==> config.mk <==
export PLATFORM = sky130hd
export DESIGN_NAME = alu_issue_flat
export DESIGN_NICKNAME = d
export VERILOG_FILES = /design/src/rtl/alu_issue_pkg.sv /design/src/rtl/alu_issue_if.sv /design/src/rtl/alu_regfile.sv /design/src/rtl/alu_issue.sv /design/src/flat_wrapper.sv
export SDC_FILE = /design/constraint.sdc
export NUM_CORES = 1
export LEC_CHECK = 0
export CORE_ASPECT_RATIO = 0.75
export CORE_MARGIN = 4
export CORE_UTILIZATION = 52
export DETAILED_ROUTE_END_ITERATION = 6
export PLACE_DENSITY_LB_ADDON = 0.12
export SYNTH_ARGS = -nofsm -noshare
export SYNTH_HDL_FRONTEND = slang
export SYNTH_SLANG_ARGS = --single-unit
export TNS_END_PERCENT = 20
==> constraint.sdc <==
create_clock -name clk -period 3.8 [get_ports clk]
set_input_delay 0.76 -clock clk [delete_from_list [all_inputs] [get_ports clk]]
set_output_delay 0.76 -clock clk [all_outputs]
set_load 0.1 [all_outputs]
==> src/rtl/alu_issue_pkg.sv <==
// Shared constants for the ALU issue slice: op codes and register-address width.
// Both the issue block and the external ALU decode op codes from here.
package alu_issue_pkg;
   localparam int REG_AW = 3;

   localparam logic [2:0] ALU_ADD = 3'b000;
   localparam logic [2:0] ALU_SUB = 3'b001;
   localparam logic [2:0] ALU_AND = 3'b010;
   localparam logic [2:0] ALU_OR  = 3'b011;
   localparam logic [2:0] ALU_XOR = 3'b100;
   localparam logic [2:0] ALU_SHL = 3'b101;
   localparam logic [2:0] ALU_SHR = 3'b110;
   localparam logic [2:0] ALU_SRA = 3'b111;

   typedef logic [REG_AW-1:0] reg_addr_t;
endpackage

==> src/rtl/alu_issue_if.sv <==
// Bundles the instruction, ALU and result handshakes of alu_issue.
// The slave modport is the issue block's view; master is the surrounding system.
interface alu_issue_if
   import alu_issue_pkg::*;
   #(parameter int data_width = 32) ();

   logic                  in_valid;
   logic                  in_ready;
   logic [2:0]            in_ctrl;
   reg_addr_t             in_rd;
   reg_addr_t             in_rs1;
   reg_addr_t             in_rs2;
   logic                  in_imm_en;
   logic [data_width-1:0] in_imm;

   logic [data_width-1:0] alu_a;
   logic [data_width-1:0] alu_b;
   logic [2:0]            alu_ctrl;
   logic [data_width-1:0] alu_out;

   logic                  res_valid;
   logic                  res_ready;
   reg_addr_t             res_rd;
   logic [data_width-1:0] res_data;

   modport slave (
      input  in_valid, in_ctrl, in_rd, in_rs1, in_rs2, in_imm_en, in_imm,
      input  alu_out, res_ready,
      output in_ready, alu_a, alu_b, alu_ctrl, res_valid, res_rd, res_data
   );

   modport master (
      output in_valid, in_ctrl, in_rd, in_rs1, in_rs2, in_imm_en, in_imm,
      output alu_out, res_ready,
      input  in_ready, alu_a, alu_b, alu_ctrl, res_valid, res_rd, res_data
   );
endinterface

==> src/rtl/alu_regfile.sv <==
// Register file with two combinational read ports and one synchronous write port.
// Register 0 reads as zero and ignores writes.
module alu_regfile
   import alu_issue_pkg::*;
   #(parameter int data_width = 32,
     parameter int reg_count  = 8)
   (input  logic                  clk,
    input  logic                  rst,
    input  logic                  we,
    input  reg_addr_t             wa,
    input  logic [data_width-1:0] wd,
    input  reg_addr_t             ra1,
    input  reg_addr_t             ra2,
    output logic [data_width-1:0] rd1,
    output logic [data_width-1:0] rd2);

   logic [data_width-1:0] regs [reg_count];

   always_ff @(posedge clk) begin
      if (rst) begin
         for (int i = 0; i < reg_count; i++) regs[i] <= '0;
      end else if (we && wa != '0) begin
         regs[wa] <= wd;
      end
   end

   assign rd1 = (ra1 == '0) ? '0 : regs[ra1];
   assign rd2 = (ra2 == '0) ? '0 : regs[ra2];
endmodule

==> src/rtl/alu_issue.sv <==
// Two-stage issue pipeline (EX, WB) around an external combinational ALU,
// with operand forwarding from EX and WB and a skid-free valid/ready flow.
module alu_issue
   import alu_issue_pkg::*;
   #(parameter int data_width = 32,
     parameter int reg_count  = 8)
   (input logic        clk,
    input logic        rst,
    alu_issue_if.slave bus);

   logic                  ex_valid;
   reg_addr_t             ex_rd;
   logic                  wb_adv;
   logic                  ex_adv;
   logic                  accept;
   logic                  rf_we;
   logic [data_width-1:0] rf_a;
   logic [data_width-1:0] rf_b;
   logic [data_width-1:0] op_a;
   logic [data_width-1:0] op_b;

   assign wb_adv      = !bus.res_valid || bus.res_ready;
   assign ex_adv      = !ex_valid || wb_adv;
   assign bus.in_ready = ex_adv && !rst;
   assign accept      = bus.in_valid && bus.in_ready;
   assign rf_we       = bus.res_valid && bus.res_ready;

   alu_regfile #(.data_width(data_width), .reg_count(reg_count)) u_regfile (
      .clk (clk),
      .rst (rst),
      .we  (rf_we),
      .wa  (bus.res_rd),
      .wd  (bus.res_data),
      .ra1 (bus.in_rs1),
      .ra2 (bus.in_rs2),
      .rd1 (rf_a),
      .rd2 (rf_b)
   );

   // Youngest producer wins: the EX result is newer than the WB result,
   // which in turn is newer than (or being written to) the register file.
   always_comb begin
      op_a = rf_a;
      if (bus.in_rs1 == '0)
         op_a = '0;
      else if (ex_valid && ex_rd == bus.in_rs1)
         op_a = bus.alu_out;
      else if (bus.res_valid && bus.res_rd == bus.in_rs1)
         op_a = bus.res_data;

      op_b = rf_b;
      if (bus.in_rs2 == '0)
         op_b = '0;
      else if (ex_valid && ex_rd == bus.in_rs2)
         op_b = bus.alu_out;
      else if (bus.res_valid && bus.res_rd == bus.in_rs2)
         op_b = bus.res_data;
      if (bus.in_imm_en)
         op_b = bus.in_imm;
   end

   // EX stage: operands and op code presented to the ALU
   always_ff @(posedge clk) begin
      if (rst) begin
         ex_valid     <= 1'b0;
         ex_rd        <= '0;
         bus.alu_a    <= '0;
         bus.alu_b    <= '0;
         bus.alu_ctrl <= ALU_ADD;
      end else if (ex_adv) begin
         ex_valid <= accept;
         if (accept) begin
            ex_rd        <= bus.in_rd;
            bus.alu_a    <= op_a;
            bus.alu_b    <= op_b;
            bus.alu_ctrl <= bus.in_ctrl;
         end
      end
   end

   // WB stage: result held until downstream accepts it
   always_ff @(posedge clk) begin
      if (rst) begin
         bus.res_valid <= 1'b0;
         bus.res_rd    <= '0;
         bus.res_data  <= '0;
      end else if (wb_adv) begin
         bus.res_valid <= ex_valid;
         if (ex_valid) begin
            bus.res_rd   <= ex_rd;
            bus.res_data <= bus.alu_out;
         end
      end
   end
endmodule

==> src/flat_wrapper.sv <==
// flat-port wrapper written by rule: the top's interface ports become plain ports
module alu_issue_flat import alu_issue_pkg::*;
#(parameter int data_width = 32,
     parameter int reg_count  = 8)
  (clk, rst, bus_in_valid, bus_in_ctrl, bus_in_rd, bus_in_rs1, bus_in_rs2, bus_in_imm_en, bus_in_imm, bus_alu_out, bus_res_ready, bus_in_ready, bus_alu_a, bus_alu_b, bus_alu_ctrl, bus_res_valid, bus_res_rd, bus_res_data);
  alu_issue_if #(.data_width(data_width)) bus_i ();
  input logic clk;
  input logic rst;
  input wire logic [$bits(bus_i.in_valid)-1:0] bus_in_valid;
  input wire logic [$bits(bus_i.in_ctrl)-1:0] bus_in_ctrl;
  input wire logic [$bits(bus_i.in_rd)-1:0] bus_in_rd;
  input wire logic [$bits(bus_i.in_rs1)-1:0] bus_in_rs1;
  input wire logic [$bits(bus_i.in_rs2)-1:0] bus_in_rs2;
  input wire logic [$bits(bus_i.in_imm_en)-1:0] bus_in_imm_en;
  input wire logic [$bits(bus_i.in_imm)-1:0] bus_in_imm;
  input wire logic [$bits(bus_i.alu_out)-1:0] bus_alu_out;
  input wire logic [$bits(bus_i.res_ready)-1:0] bus_res_ready;
  output wire logic [$bits(bus_i.in_ready)-1:0] bus_in_ready;
  output wire logic [$bits(bus_i.alu_a)-1:0] bus_alu_a;
  output wire logic [$bits(bus_i.alu_b)-1:0] bus_alu_b;
  output wire logic [$bits(bus_i.alu_ctrl)-1:0] bus_alu_ctrl;
  output wire logic [$bits(bus_i.res_valid)-1:0] bus_res_valid;
  output wire logic [$bits(bus_i.res_rd)-1:0] bus_res_rd;
  output wire logic [$bits(bus_i.res_data)-1:0] bus_res_data;
  assign bus_i.in_valid = bus_in_valid;
  assign bus_i.in_ctrl = bus_in_ctrl;
  assign bus_i.in_rd = bus_in_rd;
  assign bus_i.in_rs1 = bus_in_rs1;
  assign bus_i.in_rs2 = bus_in_rs2;
  assign bus_i.in_imm_en = bus_in_imm_en;
  assign bus_i.in_imm = bus_in_imm;
  assign bus_i.alu_out = bus_alu_out;
  assign bus_i.res_ready = bus_res_ready;
  assign bus_in_ready = bus_i.in_ready;
  assign bus_alu_a = bus_i.alu_a;
  assign bus_alu_b = bus_i.alu_b;
  assign bus_alu_ctrl = bus_i.alu_ctrl;
  assign bus_res_valid = bus_i.res_valid;
  assign bus_res_rd = bus_i.res_rd;
  assign bus_res_data = bus_i.res_data;
  alu_issue #(.data_width(data_width), .reg_count(reg_count)) u_core (.clk(clk), .rst(rst), .bus(bus_i));
endmodule
==> metrics <==
part of the cycle the worst path needs=81.34%; fin. max-slew vios=0; FILL cells=2,617; DR iter-0 viols=1,602; FF-to-FF setup slack=1.21 ns; WP data required=3.04 ns; most area-hungry cell type in the Yosys netlist=edfxtp_1; Synth area leaders=edfxtp_1, dfxtp_1, mux4_2; number of remaining DRC errors=0; register area share after synthesis=50.90%; Syn. warnings=0; Post-synth top flop=edfxtp_1; CTS tree=done; Slew HR=15.89%; # resized after CTS=0; post-synthesis register bit count=331; Switching Share=29.79%; core area=32,740 um^2; Hold Path Class=reg -> reg; Internal Power=6.505 mW; Peak Freq=0.3235 GHz; NetSw=2.760 mW; critical path cell sequence=clkdlybuf4s50_1; Post-CTS Hold Buffers=0; first-pass GRT wire length=83.09 mm; share of layout cells above drive strength 1=12.15%; FF-to-FF Start=u_core.bus.res_rd[2]; Starting Density=53.23%; Reg2Reg Depth=6; Final min period=3.091 ns; area grow syn2layout=17.96%; initial antenna violation count=3; number of antenna diodes=0; asr flop ratio synth=0%; largest fanout on the critical path=11; Final nets=1,784; Gate power share=18.6%; number of global-route vias before repair=13,730; Cell Pwr Density=450.8 nW/um^2; cell count after synthesis=1,581; Max Cap Viol=0; Total Die Area=36,530 um^2; CTS Buffer Depth=3; mean routed wirelength per cell=25.42 um; I/O pin cnt=185; Setup Skew=0.006376 ns; final hold vios=0; CP max stage cell=clkdlybuf4s50_1; Clock power frac=36.7%; syn nets=1,662; top cells by count, synth=and2_1, edfxtp_1, nand2_1; port bufs=184; H-tree Lvls=2; Slew @ Worst Pin=1.262 ns; status=completed; total CTS buffers=35; Setup CP Type=reg -> out; Clk pin slew, worst setup/hold paths=0.06 ns; chip height=166.5 um; Min-Delay Startpoint=u_core.bus.alu_ctrl[2]; RSZ-0062 raised after global routing=false; routed wire length=55.19 mm; routed vias=13,600; Worst Hold Path EP=u_core.bus.alu_ctrl[2]; CP Launch Type=register; post-route ant nets=0; Clock Tree Root=clkbuf_16; vias per cell=6.263; number of synthesized flops with an enable pin=224; hold path cells=2; Top Family by Delay on Critical Path=buffers and inverters; Reg power frac=44.7%; DPL Wire Length=32.07 mm; Lkg Pwr=7.760 nW; latest clock arrival within the worst-skew pair=0.53 ns; library cells used by synthesis=52; R2R Path End=u_core.bus.alu_a[10]; Max stage delay on crit path=1.22 ns; Num Clock Sinks=331; post-synth top area share=38.60%; Worst EP arrival=2.33 ns; Hold WS=0.4603 ns; largest net degree at the start of global routing=93; final setup fails=0; DRT Pass-1 Iters=6; worst vdd rail ir drop=0.2915 mV; crit end category=output port; overall routing resource usage=29.82%; cell row count=57; Die Wd=219.4 um; Post-Synthesis Cell Area=17,420 um^2; Util after Layout=62.79%; GP Congestion=0.8028; grt ovf=0; postcts setup bufs=0; synthesized area per cell=11.02 um^2; CP Buf/Inv Count=1
## how the worst max path moves through the flow
stage	startpoint	end	slack, ns	depth (start not counted)
after floorplan	u_core.bus.res_valid	u_core.u_regfile.regs[7][0]	-0.48	3
after global routing	u_core.bus.res_data[6]	bus_res_data[6]	0.63	1
after global placement	bus_res_ready	u_core.u_regfile.regs[2][30]	0.60	4
after detailed placement	bus_res_ready	u_core.u_regfile.regs[2][30]	0.54	4
final	u_core.bus.res_data[26]	bus_res_data[26]	0.71	1
after CTS	u_core.bus.res_data[7]	bus_res_data[7]	0.69	1
## final cells by class
type                            instances  area (um^2)  area share [%]
Sequential cell                       331         8869           43.15
Multi-Input combinational cell       1104         7784           37.87
Timing Repair Buffer                  228         2205           10.73
Clock buffer                           53         1086           5.284
Tap cell                              442        553.0           2.691
Clock inverter                         10        46.29          0.2252
Inverter                                3        11.26         0.05479
## kinds of logic (layout without fill, tap and decap cells)
family,after synthesis,after routing,synth area share [%]
mux,130,130,12.06
simple gates,626,626,18.42
flops,331,331,50.90
buf+inv,146,294,5.019
compound gates,336,336,12.85
xor+xnor,12,12,0.7540
## placed cells by master, fill, tap and decap left out, types with 3 or more instances in the layout
cell type / Yosys / routed
a211o_1: 64 / 64
a21oi_1: 108 / 108
a31oi_1: 30 / 30
and2_1: 224 / 224
buf_12: 8 / 7
buf_2: 51 / 4
buf_4: 11 / 51
clkbuf_1: 45 / 6
clkbuf_16: 0 / 37
clkbuf_8: 0 / 10
clkdlybuf4s50_1: 0 / 166
clkinv_1: 0 / 5
clkinv_2: 0 / 4
dfxtp_1: 107 / 107
edfxtp_1: 224 / 224
mux2i_1: 66 / 66
mux4_2: 64 / 64
nand2_1: 178 / 178
nand3_1: 93 / 93
nand4_4: 2 / 4
nor2_1: 103 / 99
nor2_2: 1 / 5
o211ai_1: 32 / 32
o21ai_0: 37 / 33
o21ai_1: 31 / 31
o21ai_4: 0 / 4
o221a_1: 29 / 29
or2_2: 3 / 3
xnor2_1: 10 / 10
## state kept, by name, indices dropped and copies added (netlist names)
register,cells
u_core.u_regfile.regs,224
u_core.bus.alu_a,32
u_core.bus.alu_b,32
u_core.bus.res_data,32
u_core.bus.alu_ctrl,3
u_core.bus.res_rd,3
u_core.ex_rd,3
u_core.bus.res_valid,1
u_core.ex_valid,1
## routing by layer
layer	global-route usage, %	share of wire [%]	up-vias	wire (um)
met5	0	0.024	-	13
met2	45.73	45	747	24720
met3	7.067	11	119	5886
li1	-	-	6043	-
met4	10.30	3.5	2	1942
met1	41.94	41	6685	22630
## worst min-delay path, cell delays in order, from the launching register on
cell     delay (ns)
dfxtp_1        0.31
nand2_1        0.05
a21oi_1        0.06
## power by group through the flow
stage               logic (mW)  registers [mW]  clock network [mW]
floorplan                0.649            4.77                   0
global placement          1.70            4.20                   0
detailed placement        1.71            4.21                   0
CTS                       1.72            4.14                3.43
global route              1.80            4.16                3.59
finish                    1.73            4.14                3.40
## metrics by stage
stage	worst slack, ns	setup TNS (ns)	total power, mW	area, um^2	cells
5_1_grt	0.6313	0	9.553	20550	2171
3_3_place_gp	0.5981	0	5.905	19420	2108
6_report	0.7091	0	9.266	20550	2171
2_1_floorplan	-0.4819	-42.25	5.416	17420	1581
4_1_cts	0.6929	0	9.290	20550	2171
3_5_place_dp	0.5390	0	5.924	19420	2108
Note: power is estimated with default switching activity, not from simulation.
